[src/rtl/uart_tx_fifo.sv]
// uart_tx_fifo: UART transmitter with parameterised frame format and an input FIFO.
// Frames are sent back-to-back, LSB first, from a valid/ready-fed queue.
module uart_tx_fifo #(
   parameter int CLKS_PER_BIT  = 217,
   parameter int NUM_DATA_BITS = 8,
   parameter int PARITY_MODE   = 0,
   parameter int NUM_STOP_BITS = 1,
   parameter int FIFO_DEPTH    = 4
) (
   input  logic                           i_clk,
   input  logic                           i_reset,
   input  logic                           i_txValid,
   input  logic [NUM_DATA_BITS-1:0]       i_txByte,
   output logic                           o_txReady,
   output logic                           o_tx,
   output logic                           o_txActive,
   output logic                           o_txDoneStrobe,
   output logic                           o_overflowStrobe,
   output logic [$clog2(FIFO_DEPTH):0]    o_fifoCount
);
   localparam int AW = $clog2(FIFO_DEPTH);
   localparam int CW = AW + 1;
   localparam int BW = $clog2(CLKS_PER_BIT);
   localparam logic HAS_PAR = (PARITY_MODE == 1) || (PARITY_MODE == 2);
   localparam logic ODD = (PARITY_MODE == 1);

   typedef enum logic [2:0] {IDLE, START, DATA, PARITY, STOP} state_t;

   state_t                   state_q, state_d;
   logic [BW-1:0]            cnt_q, cnt_d;
   logic [3:0]               idx_q, idx_d;
   logic [NUM_DATA_BITS-1:0] shift_q, shift_d;
   logic                     par_q, par_d;
   logic                     tx_q, tx_d;
   logic                     active_q, active_d;
   logic                     done_q, done_d;
   logic                     ovf_q;
   logic [NUM_DATA_BITS-1:0] mem_q [FIFO_DEPTH];
   logic [AW-1:0]            wr_q, rd_q;
   logic [CW-1:0]            count_q;
   logic                     push, pop, bit_end, not_empty;
   logic [NUM_DATA_BITS-1:0] head;

   assign o_txReady        = count_q != CW'(FIFO_DEPTH);
   assign push             = i_txValid && o_txReady;
   assign not_empty        = count_q != '0;
   assign head             = mem_q[rd_q];
   assign bit_end          = cnt_q == BW'(CLKS_PER_BIT - 1);
   assign o_tx             = tx_q;
   assign o_txActive       = active_q;
   assign o_txDoneStrobe   = done_q;
   assign o_overflowStrobe = ovf_q;
   assign o_fifoCount      = count_q;

   always_comb begin
      state_d  = state_q;
      cnt_d    = (state_q == IDLE || bit_end) ? '0 : cnt_q + BW'(1);
      idx_d    = idx_q;
      shift_d  = shift_q;
      par_d    = par_q;
      tx_d     = tx_q;
      active_d = active_q;
      done_d   = 1'b0;
      pop      = 1'b0;
      case (state_q)
         IDLE:
            if (not_empty) begin
               pop      = 1'b1;
               state_d  = START;
               tx_d     = 1'b0;
               active_d = 1'b1;
               shift_d  = head;
               par_d    = (^head) ^ ODD;
            end
         START:
            if (bit_end) begin
               state_d = DATA;
               tx_d    = shift_q[0];
               idx_d   = '0;
            end
         DATA:
            if (bit_end) begin
               if (idx_q == 4'(NUM_DATA_BITS - 1)) begin
                  state_d = HAS_PAR ? PARITY : STOP;
                  tx_d    = HAS_PAR ? par_q : 1'b1;
                  idx_d   = '0;
               end else begin
                  idx_d   = idx_q + 4'd1;
                  tx_d    = shift_q[1];
                  shift_d = shift_q >> 1;
               end
            end
         PARITY:
            if (bit_end) begin
               state_d = STOP;
               tx_d    = 1'b1;
               idx_d   = '0;
            end
         STOP:
            if (bit_end) begin
               if (idx_q == 4'(NUM_STOP_BITS - 1)) begin
                  done_d = 1'b1;
                  // chain straight into the next frame when work is queued
                  if (not_empty) begin
                     pop     = 1'b1;
                     state_d = START;
                     tx_d    = 1'b0;
                     shift_d = head;
                     par_d   = (^head) ^ ODD;
                  end else begin
                     state_d  = IDLE;
                     tx_d     = 1'b1;
                     active_d = 1'b0;
                  end
               end else begin
                  idx_d = idx_q + 4'd1;
               end
            end
         default: begin
            state_d  = IDLE;
            tx_d     = 1'b1;
            active_d = 1'b0;
         end
      endcase
   end

   always_ff @(posedge i_clk) begin
      if (i_reset) begin
         state_q  <= IDLE;
         cnt_q    <= '0;
         idx_q    <= '0;
         shift_q  <= '0;
         par_q    <= 1'b0;
         tx_q     <= 1'b1;
         active_q <= 1'b0;
         done_q   <= 1'b0;
         ovf_q    <= 1'b0;
         wr_q     <= '0;
         rd_q     <= '0;
         count_q  <= '0;
      end else begin
         state_q  <= state_d;
         cnt_q    <= cnt_d;
         idx_q    <= idx_d;
         shift_q  <= shift_d;
         par_q    <= par_d;
         tx_q     <= tx_d;
         active_q <= active_d;
         done_q   <= done_d;
         ovf_q    <= i_txValid && !o_txReady;
         wr_q     <= push ? wr_q + AW'(1) : wr_q;
         rd_q     <= pop ? rd_q + AW'(1) : rd_q;
         count_q  <= count_q + CW'(push) - CW'(pop);
      end
   end

   always_ff @(posedge i_clk) begin
      if (push) mem_q[wr_q] <= i_txByte;
   end
endmodule
[config.mk]
export PLATFORM = sky130hd
export DESIGN_NAME = uart_tx_fifo
export DESIGN_NICKNAME = d
export VERILOG_FILES = /design/src/rtl/uart_tx_fifo.sv
export SDC_FILE = /design/constraint.sdc
export NUM_CORES = 1
export LEC_CHECK = 0
export ABC_CLOCK_PERIOD_IN_PS = 3650
export BUFFER_PORTS_ARGS = -buffer_cell sky130_fd_sc_hd__buf_2
export CORE_ASPECT_RATIO = 1.5
export CORE_MARGIN = 1.5
export CORE_UTILIZATION = 60
export CTS_BUF_LIST = sky130_fd_sc_hd__clkbuf_8 sky130_fd_sc_hd__clkbuf_16
export CTS_CLUSTER_SIZE = 40
export DETAILED_ROUTE_END_ITERATION = 8
export GPL_ROUTABILITY_DRIVEN = 1
export PLACE_DENSITY = 0.79
export SLEW_MARGIN = 20
export SYNTH_ARGS = -nofsm -noshare
export SYNTH_HDL_FRONTEND = slang
export SYNTH_SLANG_ARGS = --single-unit
export TNS_END_PERCENT = 100
[constraint.sdc]
create_clock -name i_clk -period 3.65 [get_ports i_clk]
set_clock_uncertainty 0.15 [all_clocks]
set_input_delay 0.365 -clock i_clk [delete_from_list [all_inputs] [get_ports i_clk]]
set_output_delay 0.365 -clock i_clk [all_outputs]
set_load 0.05 [all_outputs]
==> summary.md, run 1 <==
| Metric | Value |
|---|---|
| Post-synthesis sequential area ratio | approximately 53% |
| WS Path Type | register to register |
| Vias in the first global route | roughly 2100 |
| Post-synthesis compound-gate area fraction | about 12% |
| Status | complete, no violations |
| Final critical-path share of the clock period | 81.0% |
| Hold/Removal Path Class | primary input to register |
| CTS Buf Count | 9 |
| Final core occ | 67.8% |
| Crit end category | register |
| Hold Crit Start | i_txByte[1] |
| Post-synth EDFFs | 32 |
| Final net count | a little over 300 |
| Port bufs | 18 |
| Final instance area | 3470 um^2 |
| Setup Fix Bufs, Post-CTS | 0 |
| Worst-Skew Late Latency | between 0.3 and 0.4 ns |
| Routed wire per std cell | around 17 um |
| Mapped Cells | 267 |
| Main synth FF type | dfxtp_1 |
| TritonCTS sink count | just under 70 |
| Placed inst area | about 3200 um^2 |
| First-pass GRT wire length | 9930 um |
| Iter 0 DRT Violations | 106 |
| #FFs+latches synth | 68 |
| Worst slack at placement | 0.696 ns |
| Hold Fails Final Rpt | 0 |
| Net switching power | 807 uW |
| Largest net degree at the start of global routing | 27 |
| CTS tree | done |
| Slew headroom | 51.0% |
| Leak | 1.24 nW |
| Max H-tree Level | 3 |
| Post-synthesis mux area share | 8.19% |
| Tightest Pin Transition | roughly 0.73 ns |
| Worst R2R Start | cnt_q[0] |
| Synth Area in XOR/XNOR | 2.49% |
| Dpl hpwl | approximately 4000 um |
| Post-Synth Simple-Gate Area | ~15% |
| Flop pwr share | between 40% and 50% |
| CTS root buf | clkbuf_8 |
| Die ar. | 5720 um^2 |
| Netlist cell types | 54 |
| Vias/cell | between 6 and 7 |
| Drt pass-1 iters | 4 |
| Routed Antenna Nets | 0 |
| Sum of negative setup slack | 0 ns |
| Slowest stage cell, crit path | dfxtp_1 |
| Routed WL | just over 6000 um |
| Worst Setup Slack, final | 0.695 ns |
| Grt total ovfl | 0 |
| Worst Path Arrival | between 3 and 4 ns |
| Most frequent cells in the layout | dfxtp_1 (36), edfxtp_1 (32), nor2_1 (22), buf_2 (18), inv_1 (13) |
| Clock buffer depth | 2 |
| Die X | between 60 and 70 um |
| Die Y-Extent | 91.9 um |
| DR vias | 2147 |
| PD cells | a little over 700 nW/um^2 |
| FP Rows | 32 |
| Starting density of the core | 61.7% |
| Syn_area_per_cell | 11.8 um^2 |
| Slew Viols, Final | 0 |
| Crit-path most repeated cell | ha_1 |
| Largest family of logic cells by synthesized area | simple AND/OR/NAND/NOR gates |
| Net Count, Synth | 289 |
| Initial antenna violation count | 0 |
| Share of cells above drive strength 1 | a little under a fifth |
| I/O pin cnt | 19 |
| Syn-to-layout area delta | 9.89% |
| Final count of negative-setup-slack endpoints | 0 |
| Clock group share of total power | 29.5% |
| Dominant cells by area after synthesis | edfxtp_1 (30%), dfxtp_1 (23%), mux4_2 (5.7%), ha_1 (4.0%), nor2_1 (2.6%) |
| CP Cell Sequence | inv_1, ha_1, and4b_1, a31oi_1, nor2_1, ha_1, inv_1, ha_1, fa_1, xnor2_1, xnor2_1, nor2_1 |
| Area leader, netlist | edfxtp_1 |
| # diodes | 0 |
| Int Pwr | 1.70 mW |
| GPL Wtd Cong | 0.861 |
| Synth top area share | 30.4% |
| Resize count post-CTS | 0 |
| Synth warnings | 0 |
| Ys async rst share | 0% |
| Post-Synth Adder-Cell Area | 4.59% |
| Critical Path Source Type | register |
| Power share of the combinational group | between 20 and 30% |
| Max rail drop VDD | about 0.58 mV |
| Overall routing resource usage | 23.0% |
| DRC viols | 0 |
| Minimum clock period | 2.95 ns |
| Most common cell after layout, fill and taps aside | dfxtp_1 |
| Core area | 5120 um^2 |
| Worst stage delay on the critical path | 0.41 ns |
| Max_cap viols | 0 |
| RSZ-0062 raised after global routing | no |
| Total Power | 2.50 mW |
| Mapped Area | 3160 um^2 |
| Clock-pin slew on the worst setup and hold paths | about 0.080 ns |
| CP startpoint | cnt_q[0] |
| Max Clk Rate | 338 MHz |
| Number of hold buffers added after cts | 0 |
| Switching Fraction | 32.3% |
| Worst-path maximum fanout | 8 |
| Req. time, crit path | 3.72 ns |
[power groups by stage]
| stage | logic (mW) | registers (mW) | clock network, mW |
|---|---|---|---|
| 2_1_floorplan | 0.549 | 1.08 | 0 |
| 4_1_cts | 0.715 | 1.05 | 0.749 |
| 3_3_place_gp | 0.689 | 1.06 | 0 |
| 3_5_place_dp | 0.706 | 1.07 | 0 |
| 6_report | 0.712 | 1.05 | 0.738 |
| 5_1_grt | 0.787 | 1.08 | 0.777 |
[path summary, 6_finish.rpt]
check / to / slack [ns] / depth (start not counted)
setup reg to reg: o_fifoCount[2] / 0.70 / 12
hold reg to reg: shift_q[7] / 0.34 / 2
hold / removal: mem_q[2][1] / 0.08 / 1
setup / recovery: o_fifoCount[2] / 0.70 / 12
[cells by family after synthesis]
| kind of cell | after synthesis |
|---|---|
| XOR/XNOR | 9 |
| multiplexers | 15 |
| flip-flops | 68 |
| AND/OR/NAND/NOR | 83 |
| buffers and inverters | 26 |
| adder cells (fa/ha/maj) | 11 |
| AO/OA/AOI/OAI | 55 |
[layout make-up]
type,count,area (um^2)
inverters,13,48.8
clock inverters,7,115
clock buffers,9,124
flip-flops and latches,68,1680
repair buffers,18,90.1
well taps,68,85.1
fillers,416,1650
multi-input cells,173,1330
[synthesized netlist by cell type (2+ instances only)]
library cell,instances
edfxtp_1,32
xor2_1,5
a21oi_1,12
or3_1,2
and3b_1,2
or3b_2,2
a31oi_1,10
nor4_1,8
o21ai_0,8
nor2b_1,2
nand2_1,7
clkbuf_1,3
o21ai_1,2
nand3_1,9
mux4_2,8
o2111ai_1,3
nor3_1,12
mux2_1,7
xnor2_1,4
and3_1,6
ha_1,10
dfxtp_1,36
buf_6,6
inv_1,13
o21a_1,3
buf_2,3
o211ai_1,3
nor2_1,22
a311o_1,2
[worst max-delay path, delay by kind of cell (launching register included)]
family | cells | cell delay, ns
flip-flops | 1 | 0.41
AND/OR/NAND/NOR | 3 | 0.44
adder cells (fa/ha/maj) | 4 | 1.06
buffers and inverters | 2 | 0.10
XOR/XNOR | 2 | 0.30
AO/OA/AOI/OAI | 1 | 0.37
[registers in the layout, indices dropped and copies added, names as in the netlist, named ones only]
name,cells
mem_q,32
cnt_q,8
shift_q,8
idx_q,4
o_fifoCount,3
state_q,3
rd_q,2
wr_q,2
o_overflowStrobe,1
o_tx,1
o_txActive,1
o_txDoneStrobe,1
[per-stage QoR]
step / hold WS (ns) / std cells
3_5_place_dp: 0.316 / 340
5_1_grt: 0.0638 / 356
3_3_place_gp: 0.317 / 340
6_report: 0.0839 / 356
4_1_cts: 0.0693 / 356
2_1_floorplan: 0.294 / 267
[metal layers]
| metal | global-route usage (%) | routed length [um] |
|---|---|---|
| met1 | 25.3 | 2430 |
| met2 | 40.8 | 3320 |
| met3 | 6.38 | 175 |
| met4 | 10.9 | 151 |
| met5 | 0 | 0 |
Note: power is estimated with default switching activity, not from simulation.
==> inputs of run 2 (changes only) <==
--- a/config.mk
+++ b/config.mk
@@ -5,16 +5,16 @@
 export SDC_FILE = /design/constraint.sdc
 export NUM_CORES = 1
 export LEC_CHECK = 0
-export ABC_CLOCK_PERIOD_IN_PS = 3650
+export ABC_CLOCK_PERIOD_IN_PS = 2700
 export BUFFER_PORTS_ARGS = -buffer_cell sky130_fd_sc_hd__buf_2
 export CORE_ASPECT_RATIO = 1.5
 export CORE_MARGIN = 1.5
-export CORE_UTILIZATION = 60
+export CORE_UTILIZATION = 54
 export CTS_BUF_LIST = sky130_fd_sc_hd__clkbuf_8 sky130_fd_sc_hd__clkbuf_16
 export CTS_CLUSTER_SIZE = 40
 export DETAILED_ROUTE_END_ITERATION = 8
 export GPL_ROUTABILITY_DRIVEN = 1
-export PLACE_DENSITY = 0.79
+export PLACE_DENSITY = 0.75
 export SLEW_MARGIN = 20
 export SYNTH_ARGS = -nofsm -noshare
 export SYNTH_HDL_FRONTEND = slang
==> constraint.sdc (replaced) <==
create_clock -name i_clk -period 2.7 [get_ports i_clk]
set_clock_uncertainty 0.15 [all_clocks]
set_input_delay 0.27 -clock i_clk [delete_from_list [all_inputs] [get_ports i_clk]]
set_output_delay 0.27 -clock i_clk [all_outputs]
set_load 0.05 [all_outputs]
==> run 2 against run 1 <==
Effect of this change: maximum frequency grew 14%; sequential power is 34% higher; via count increased by 3.6%; largest power group unchanged; highest routed layer unchanged; first-iteration DRC count increased by 25%; die area grew 11%; utilization shrank 5.0 points; critical path depth did not move.
==> summary.md, run 2 (same netlist as run 1, synthesis figures left out) <==
| Metric | Value |
|---|---|
| CP Cell Sequence | inv_1, ha_2, and4b_2, a31oi_4, nor2_2, ha_1, inv_1, ha_2, fa_2, xnor2_2, xnor2_1, nor2_1 (was inv_1, ha_1, and4b_1, a31oi_1, nor2_1, ha_1, inv_1, ha_1, fa_1, xnor2_1, xnor2_1, nor2_1) |
| GR peak layer | met2 (unchanged) |
| GPL Wtd Cong | 0.856 (was 0.861) |
| FF-to-FF End | o_fifoCount[2] (unchanged) |
| PD cells | 877 nW/um^2 (was 721 nW/um^2) |
| FP Rows | 34 (was 32) |
| Die Y-Extent | 96.7 um (was 91.9 um) |
| Worst stage delay on the critical path | 0.40 ns (was 0.41 ns) |
| Met3 Use GR | 4.30% (was 6.38%) |
| Filler cells | 448 (was 416) |
| Worst Path Arrival | 2.65 ns (was 3.03 ns) |
| Worst R2R Start | cnt_q[1] (was cnt_q[0]) |
| DR vias | 2225 (was 2147) |
| Overall routing resource usage | 20.6% (was 23.0%) |
| CTS tree | done (unchanged) |
| Leak | 1.30 nW (was 1.24 nW) |
| Max Clk Rate | 387 MHz (was 338 MHz) |
| Largest registers | mem_q x32, cnt_q x8, shift_q x8 (unchanged) |
| Die X | 65.5 um (was 62.3 um) |
| Max reg flops | 32 (unchanged) |
| WS Path Type | register to register (unchanged) |
| Largest net degree at the start of global routing | 27 (unchanged) |
| TritonCTS sink count | 68 (unchanged) |
| GRT met2 Usage | 34.5% (was 40.8%) |
| Initial antenna violation count | 0 (unchanged) |
| Fin Hold WS | 0.0913 ns (was 0.0839 ns) |
| Req. time, crit path | 2.77 ns (was 3.72 ns) |
| Routed Antenna Nets | 0 (unchanged) |
| Cells on worst reg2reg path | 12 (unchanged) |
| I/O pin cnt | 19 (unchanged) |
| Minimum clock period | 2.58 ns (was 2.95 ns) |
| Clock-pin slew on the worst setup and hold paths | 0.07 ns (was 0.08 ns) |
| Core area | 5740 um^2 (was 5120 um^2) |
| Max rail drop VDD | 0.574 mV (was 0.576 mV) |
| Met1 Track Usage GR | 24.1% (was 25.3%) |
| Worst Setup Slack, final | 0.116 ns (was 0.695 ns) |
| Syn-to-layout area delta | 14.0% (was 9.89%) |
| Crit end category | register (unchanged) |
| First-pass GRT wire length | 9920 um (was 9930 um) |
| Largest Register | mem_q (unchanged) |
| Die ar. | 6330 um^2 (was 5720 um^2) |
| Critical Path Source Type | register (unchanged) |
| Final net count | 323 (was 305) |
| Slowest stage cell, crit path | fa_2 (was dfxtp_1) |
| Worst-Skew Late Latency | 0.34 ns (about the same) |
| Worst slack at placement | 0.0616 ns (was 0.696 ns) |
| Starting density of the core | 55.1% (was 61.7%) |
| Hold/Removal Path Class | primary input to register (unchanged) |
| Placed insts | 353 (was 340) |
| Port bufs | 18 (unchanged) |
| Slew Viols, Final | 0 (unchanged) |
| Clock buffer depth | 2 (unchanged) |
| Vias/cell | 5.89 (was 6.03) |
| Routed WL | 5970 um (was 6080 um) |
| Total Power | 3.16 mW (was 2.50 mW) |
| DRC viols | 0 (unchanged) |
| Share of cells above drive strength 1 | 25.2% (was 18.8%) |
| Routed wire per std cell | 15.8 um (was 17.1 um) |
| Hold Path End | o_overflowStrobe (was mem_q[2][1]) |
| Drt pass-1 iters | 4 (unchanged) |
| Most common cell after layout, fill and taps aside | edfxtp_1 (was dfxtp_1) |
| Grt total ovfl | 0 (unchanged) |
| Non-filler cells in the finished layout | 378 (was 356) |
| Worst-path maximum fanout | 4 (was 8) |
| Final critical-path share of the clock period | 95.7% (was 81.0%) |
| Most frequent cells in the layout | edfxtp_1 (32), dfxtp_1 (30), nor2_1 (21), buf_2 (18), inv_1 (13) (was dfxtp_1 (36), edfxtp_1 (32), nor2_1 (22), buf_2 (18), inv_1 (13)) |
| WHS Path Cells | 2 (was 1) |
| Max H-tree Level | 3 (unchanged) |
| Vias in the first global route | 2176 (was 2108) |
| Dpl hpwl | 4090 um (was 4010 um) |
| Hold Fails Final Rpt | 0 (unchanged) |
| Tightest Pin Transition | 0.726 ns (was 0.732 ns) |
| R2r setup slk | 0.12 ns (was 0.70 ns) |
| Status | complete, no violations (unchanged) |
| CTS Buf Count | 9 (unchanged) |
| # diodes | 0 (unchanged) |
| CTS root buf | clkbuf_8 (unchanged) |
| Slew headroom | 51.4% (was 51.0%) |
| Max_cap viols | 0 (unchanged) |
| Hold Crit Start | i_txValid (was i_txByte[1]) |
| Iter 0 DRT Violations | 132 (was 106) |
| Final count of negative-setup-slack endpoints | 0 (unchanged) |
[run 2: cell types whose count changed in the layout (fill, tap and decap cells not counted), moves of 3 or more]
cell	previous run	this run
dfxtp_1	36	30
dlygate4sd3_1	0	8
buf_4	0	10
bufinv_16	3	0
dfxtp_2	0	5
[run 2: report_power, final]
group / internal [mW] / switching (mW)
Clock: 0.327 / 0.376
Combinational: 0.465 / 0.580
Sequential: 1.27 / 0.139
Total: 2.07 / 1.10
[run 2: timing repair]
action | 4_1_cts | 5_1_grt
resized for setup | 0 | 10
setup endpoints to repair | 0 | 1
hold endpoints to repair | 32 | 0
setup buffers | 0 | 1
hold buffers | 8 | 0
[run 2: area by class of cell]
type	count	area, um^2	area share [%]
clock buffer	9	124	3.44
sequential	68	1690	46.9
clock inverter	7	42.5	1.18
inverter	13	48.8	1.35
multi-input combinational	173	1360	37.8
timing repair buffer	36	245	6.80
tap	72	90.1	2.50
[run 2: per-stage QoR]
step | instance area [um^2] | setup TNS, ns | util, %
floorplan | 3180 | 0 | -
global placement | 3320 | 0 | 57.8
detailed placement | 3320 | 0 | 57.8
CTS | 3570 | 0 | 62.1
global route | 3610 | -0.00766 | 62.8
finish | 3610 | 0 | 62.8
[run 2: layer usage]
metal,vias to the layer above,share of wire (%)
li1,1074,-
met1,1082,40
met2,51,54
met3,18,2.8
met4,0,3.1
met5,-,0
[run 2: worst max-delay path by stage]
stage,start,to,slack [ns],depth (start not counted)
2_1_floorplan,o_fifoCount[1],o_fifoCount[2],0.02,10
5_1_grt,cnt_q[1],o_fifoCount[2],-0.008,12
3_3_place_gp,cnt_q[0],o_fifoCount[2],0.11,12
4_1_cts,cnt_q[0],o_fifoCount[2],0.04,12
6_report,cnt_q[1],o_fifoCount[2],0.12,12
3_5_place_dp,cnt_q[0],o_fifoCount[2],0.06,12
[run 2: worst max-delay path: cells and delay by family (launching register included)]
| kind | cells | cell delay [ns] |
|---|---|---|
| AOI/OAI and AO/OA | 1 | 0.24 |
| xor gates and xnor gates | 2 | 0.31 |
| adders and majority gates | 4 | 1.02 |
| buffers and inverters | 2 | 0.08 |
| DFF | 1 | 0.32 |
| and+or+nand+nor | 3 | 0.36 |
==> inputs of run 3 (changes only) <==
--- a/config.mk
+++ b/config.mk
@@ -5,7 +5,7 @@
 export SDC_FILE = /design/constraint.sdc
 export NUM_CORES = 1
 export LEC_CHECK = 0
-export ABC_CLOCK_PERIOD_IN_PS = 2700
+export ABC_CLOCK_PERIOD_IN_PS = 2300
 export BUFFER_PORTS_ARGS = -buffer_cell sky130_fd_sc_hd__buf_2
 export CORE_ASPECT_RATIO = 1.5
 export CORE_MARGIN = 1.5
==> constraint.sdc (replaced) <==
create_clock -name i_clk -period 2.3 [get_ports i_clk]
set_clock_uncertainty 0.15 [all_clocks]
set_input_delay 0.23 -clock i_clk [delete_from_list [all_inputs] [get_ports i_clk]]
set_output_delay 0.23 -clock i_clk [all_outputs]
set_load 0.05 [all_outputs]
==> run 3 against run 2 <==
Effect of this change: the run now ends with setup timing left; clock-buffer cell count stayed put; combinational power is 33% higher; die area stayed put; via count is 3.1% higher; final area is 7.6% higher; power is 30% higher; sequential power is 14% higher; wire length is 7.7% higher; first-iteration DRC count is 28% higher; utilization is 4.8 points higher.
==> summary.md, run 3 (same netlist as run 1, synthesis figures left out) <==
| Metric | Value |
|---|---|
| Max H-tree Level | 3 (unchanged) |
| Final count of negative-setup-slack endpoints | 1 (was 0) |
| WS Path Type | register to register (unchanged) |
| Placed inst area | 3550 um^2 (was 3320 um^2) |
| Worst Path Arrival | 2.47 ns (was 2.65 ns) |
| Die Y-Extent | 96.7 um (unchanged) |
| Routed Antenna Nets | 0 (unchanged) |
| Routed wire per std cell | 16.0 um (was 15.8 um) |
| Final net count | 347 (was 323) |
| RSZ-0062 raised after global routing | yes |
| CTS root buf | clkbuf_8 (unchanged) |
| I/O pin cnt | 19 (unchanged) |
| CP startpoint | cnt_q[1] (unchanged) |
| Largest registers | mem_q x32, cnt_q x8, shift_q x8 (unchanged) |
| Core area | 5740 um^2 (unchanged) |
| PD cells | 1060 nW/um^2 (was 877 nW/um^2) |
| Slew Viols, Final | 0 (unchanged) |
| Worst stage delay on the critical path | 0.34 ns (was 0.40 ns) |
| Largest net degree at the start of global routing | 27 (unchanged) |
| Cells on worst reg2reg path | 12 (unchanged) |
| Share of cells above drive strength 1 | 32.7% (was 25.2%) |
| Final core occ | 67.6% (was 62.8%) |
| Max_cap viols | 0 (unchanged) |
| Filler cells | 424 (was 448) |
| Worst-Skew Late Latency | 0.35 ns (was 0.34 ns) |
| Vias in the first global route | 2416 (was 2176) |
| Clock buffer depth | 2 (unchanged) |
| Final critical-path share of the clock period | 104% (was 95.7%) |
| Sum of negative setup slack | -0.103 ns (was 0 ns) |
| Starting density of the core | 55.1% (unchanged) |
| CTS tree | done (unchanged) |
| R2r setup slk | -0.10 ns (was 0.12 ns) |
| FP Rows | 34 (unchanged) |
| DR vias | 2293 (was 2225) |
| Slowest stage cell, crit path | dfxtp_2 (was fa_2) |
| Worst R2R Start | cnt_q[1] (unchanged) |
| Most common cell after layout, fill and taps aside | buf_4 (was edfxtp_1) |
| Hold Fails Final Rpt | 0 (unchanged) |
| Final instance area | 3880 um^2 (was 3610 um^2) |
| # diodes | 0 (unchanged) |
| Dpl hpwl | 4520 um (was 4090 um) |
| Minimum clock period | 2.40 ns (was 2.58 ns) |
| GPL Wtd Cong | 0.926 (was 0.856) |
| Vias/cell | 5.70 (was 5.89) |
| Failing checks | setup timing |
| Most frequent cells in the layout | buf_4 (34), edfxtp_1 (32), dfxtp_1 (30), nor2_1 (21), buf_2 (18) (was edfxtp_1 (32), dfxtp_1 (30), nor2_1 (21), buf_2 (18), inv_1 (13)) |
| Grt total ovfl | 0 (unchanged) |
| Initial antenna violation count | 0 (unchanged) |
| CTS Buf Count | 9 (unchanged) |
| Routed WL | 6440 um (was 5970 um) |
| Area occupied by multi-input gates | 1400 um^2 (was 1360 um^2) |
| Iter 0 DRT Violations | 169 (was 132) |
| Largest Register | mem_q (unchanged) |
| DRC viols | 0 (unchanged) |
| Max rail drop VDD | 0.626 mV (was 0.574 mV) |
| Leak | 1.46 nW (was 1.30 nW) |
| TritonCTS sink count | 68 (unchanged) |
| Setup Fix Bufs, Post-CTS | 0 (unchanged) |
| FF-to-FF End | o_fifoCount[2] (unchanged) |
| Total Power | 4.11 mW (was 3.16 mW) |
| Worst-path maximum fanout | 2 (was 4) |
| Status | complete, but fails checks (was complete, no violations) |
| Critical Path Source Type | register (unchanged) |
| Max reg flops | 32 (unchanged) |
| Crit end category | register (unchanged) |
| Hold/Removal Path Class | primary input to register (unchanged) |
| FF/Latch Area | 1690 um^2 (about the same) |
| Worst Setup Slack, final | -0.103 ns (was 0.116 ns) |
| Max Clk Rate | 416 MHz (was 387 MHz) |
| First-pass GRT wire length | 11000 um (was 9920 um) |
| Tightest Pin Transition | 0.675 ns (was 0.726 ns) |
| Drt pass-1 iters | 4 (unchanged) |
| Slew headroom | 54.8% (was 51.4%) |
| Port bufs | 18 (unchanged) |
| Overall routing resource usage | 23.0% (was 20.6%) |
| Req. time, crit path | 2.37 ns (was 2.77 ns) |
| Die ar. | 6330 um^2 (unchanged) |
| Clock-pin slew on the worst setup and hold paths | 0.08 ns (was 0.07 ns) |
| End of the critical path | o_fifoCount[2] (unchanged) |
| CP Cell Sequence | inv_2, ha_4, and4b_1, a31oi_4, nor2_2, ha_1, inv_2, ha_4, fa_2, xnor2_2, xnor2_1, nor2_1 (was inv_1, ha_2, and4b_2, a31oi_4, nor2_2, ha_1, inv_1, ha_2, fa_2, xnor2_2, xnor2_1, nor2_1) |
| Die X | 65.5 um (unchanged) |
| Syn-to-layout area delta | 22.8% (was 14.0%) |
## run 3: where the power goes
group	total, mW	switching [mW]	internal, mW
logic	1.40	0.763	0.642
registers	1.61	0.116	1.49
clock network	1.09	0.478	0.615
total	4.11	1.36	2.75
## run 3: repair_timing
action                                 4_1_cts  5_1_grt
pin swaps                                    8        0
hold buffers                                 8        0
gates resized for setup                      5        3
setup endpoints to repair                    2        2
endpoints found under the hold margin       32        0
## run 3: final cells by class
type | instances | area share (%)
inverters | 13 | 1.26
flip-flops and latches | 68 | 43.6
repair buffers | 60 | 11.0
multi-input cells | 173 | 36.1
clock buffers | 9 | 3.19
well taps | 72 | 2.32
clock inverters | 7 | 2.55
## run 3: worst min path at each step
stage	startpoint	endpoint	slack (ns)	cells past startpoint
floorplan	i_txByte[0]	mem_q[0][0]	0.18	0
global placement	i_txByte[4]	mem_q[2][4]	0.29	1
detailed placement	i_txByte[2]	mem_q[3][2]	0.30	1
CTS	i_txValid	o_overflowStrobe	0.03	2
global route	i_txValid	o_overflowStrobe	0.05	2
finish	i_txValid	o_overflowStrobe	0.04	2
## run 3: worst max-delay path: cells and delay by family (launching register included)
family	cells	cell delay (ns)
and+or+nand+nor	3	0.33
buffers and inverters	2	0.08
DFF	1	0.34
xor gates and xnor gates	2	0.28
adders and majority gates	4	0.90
AOI/OAI and AO/OA	1	0.19
## run 3: per-stage QoR
step | instances | hold slack, ns | worst slack, ns
after floorplan | 267 | 0.179 | -0.240
after global placement | 378 | 0.292 | -0.156
after detailed placement | 378 | 0.297 | -0.182
after CTS | 402 | 0.0267 | -0.113
after global routing | 402 | 0.0477 | -0.213
final | 402 | 0.0442 | -0.103
## run 3: routing by layer
metal	track usage, %	share of wire (%)
met5	0	0
met2	41.1	55
met1	25.1	39
met4	9.46	2.4
met3	5.93	2.9
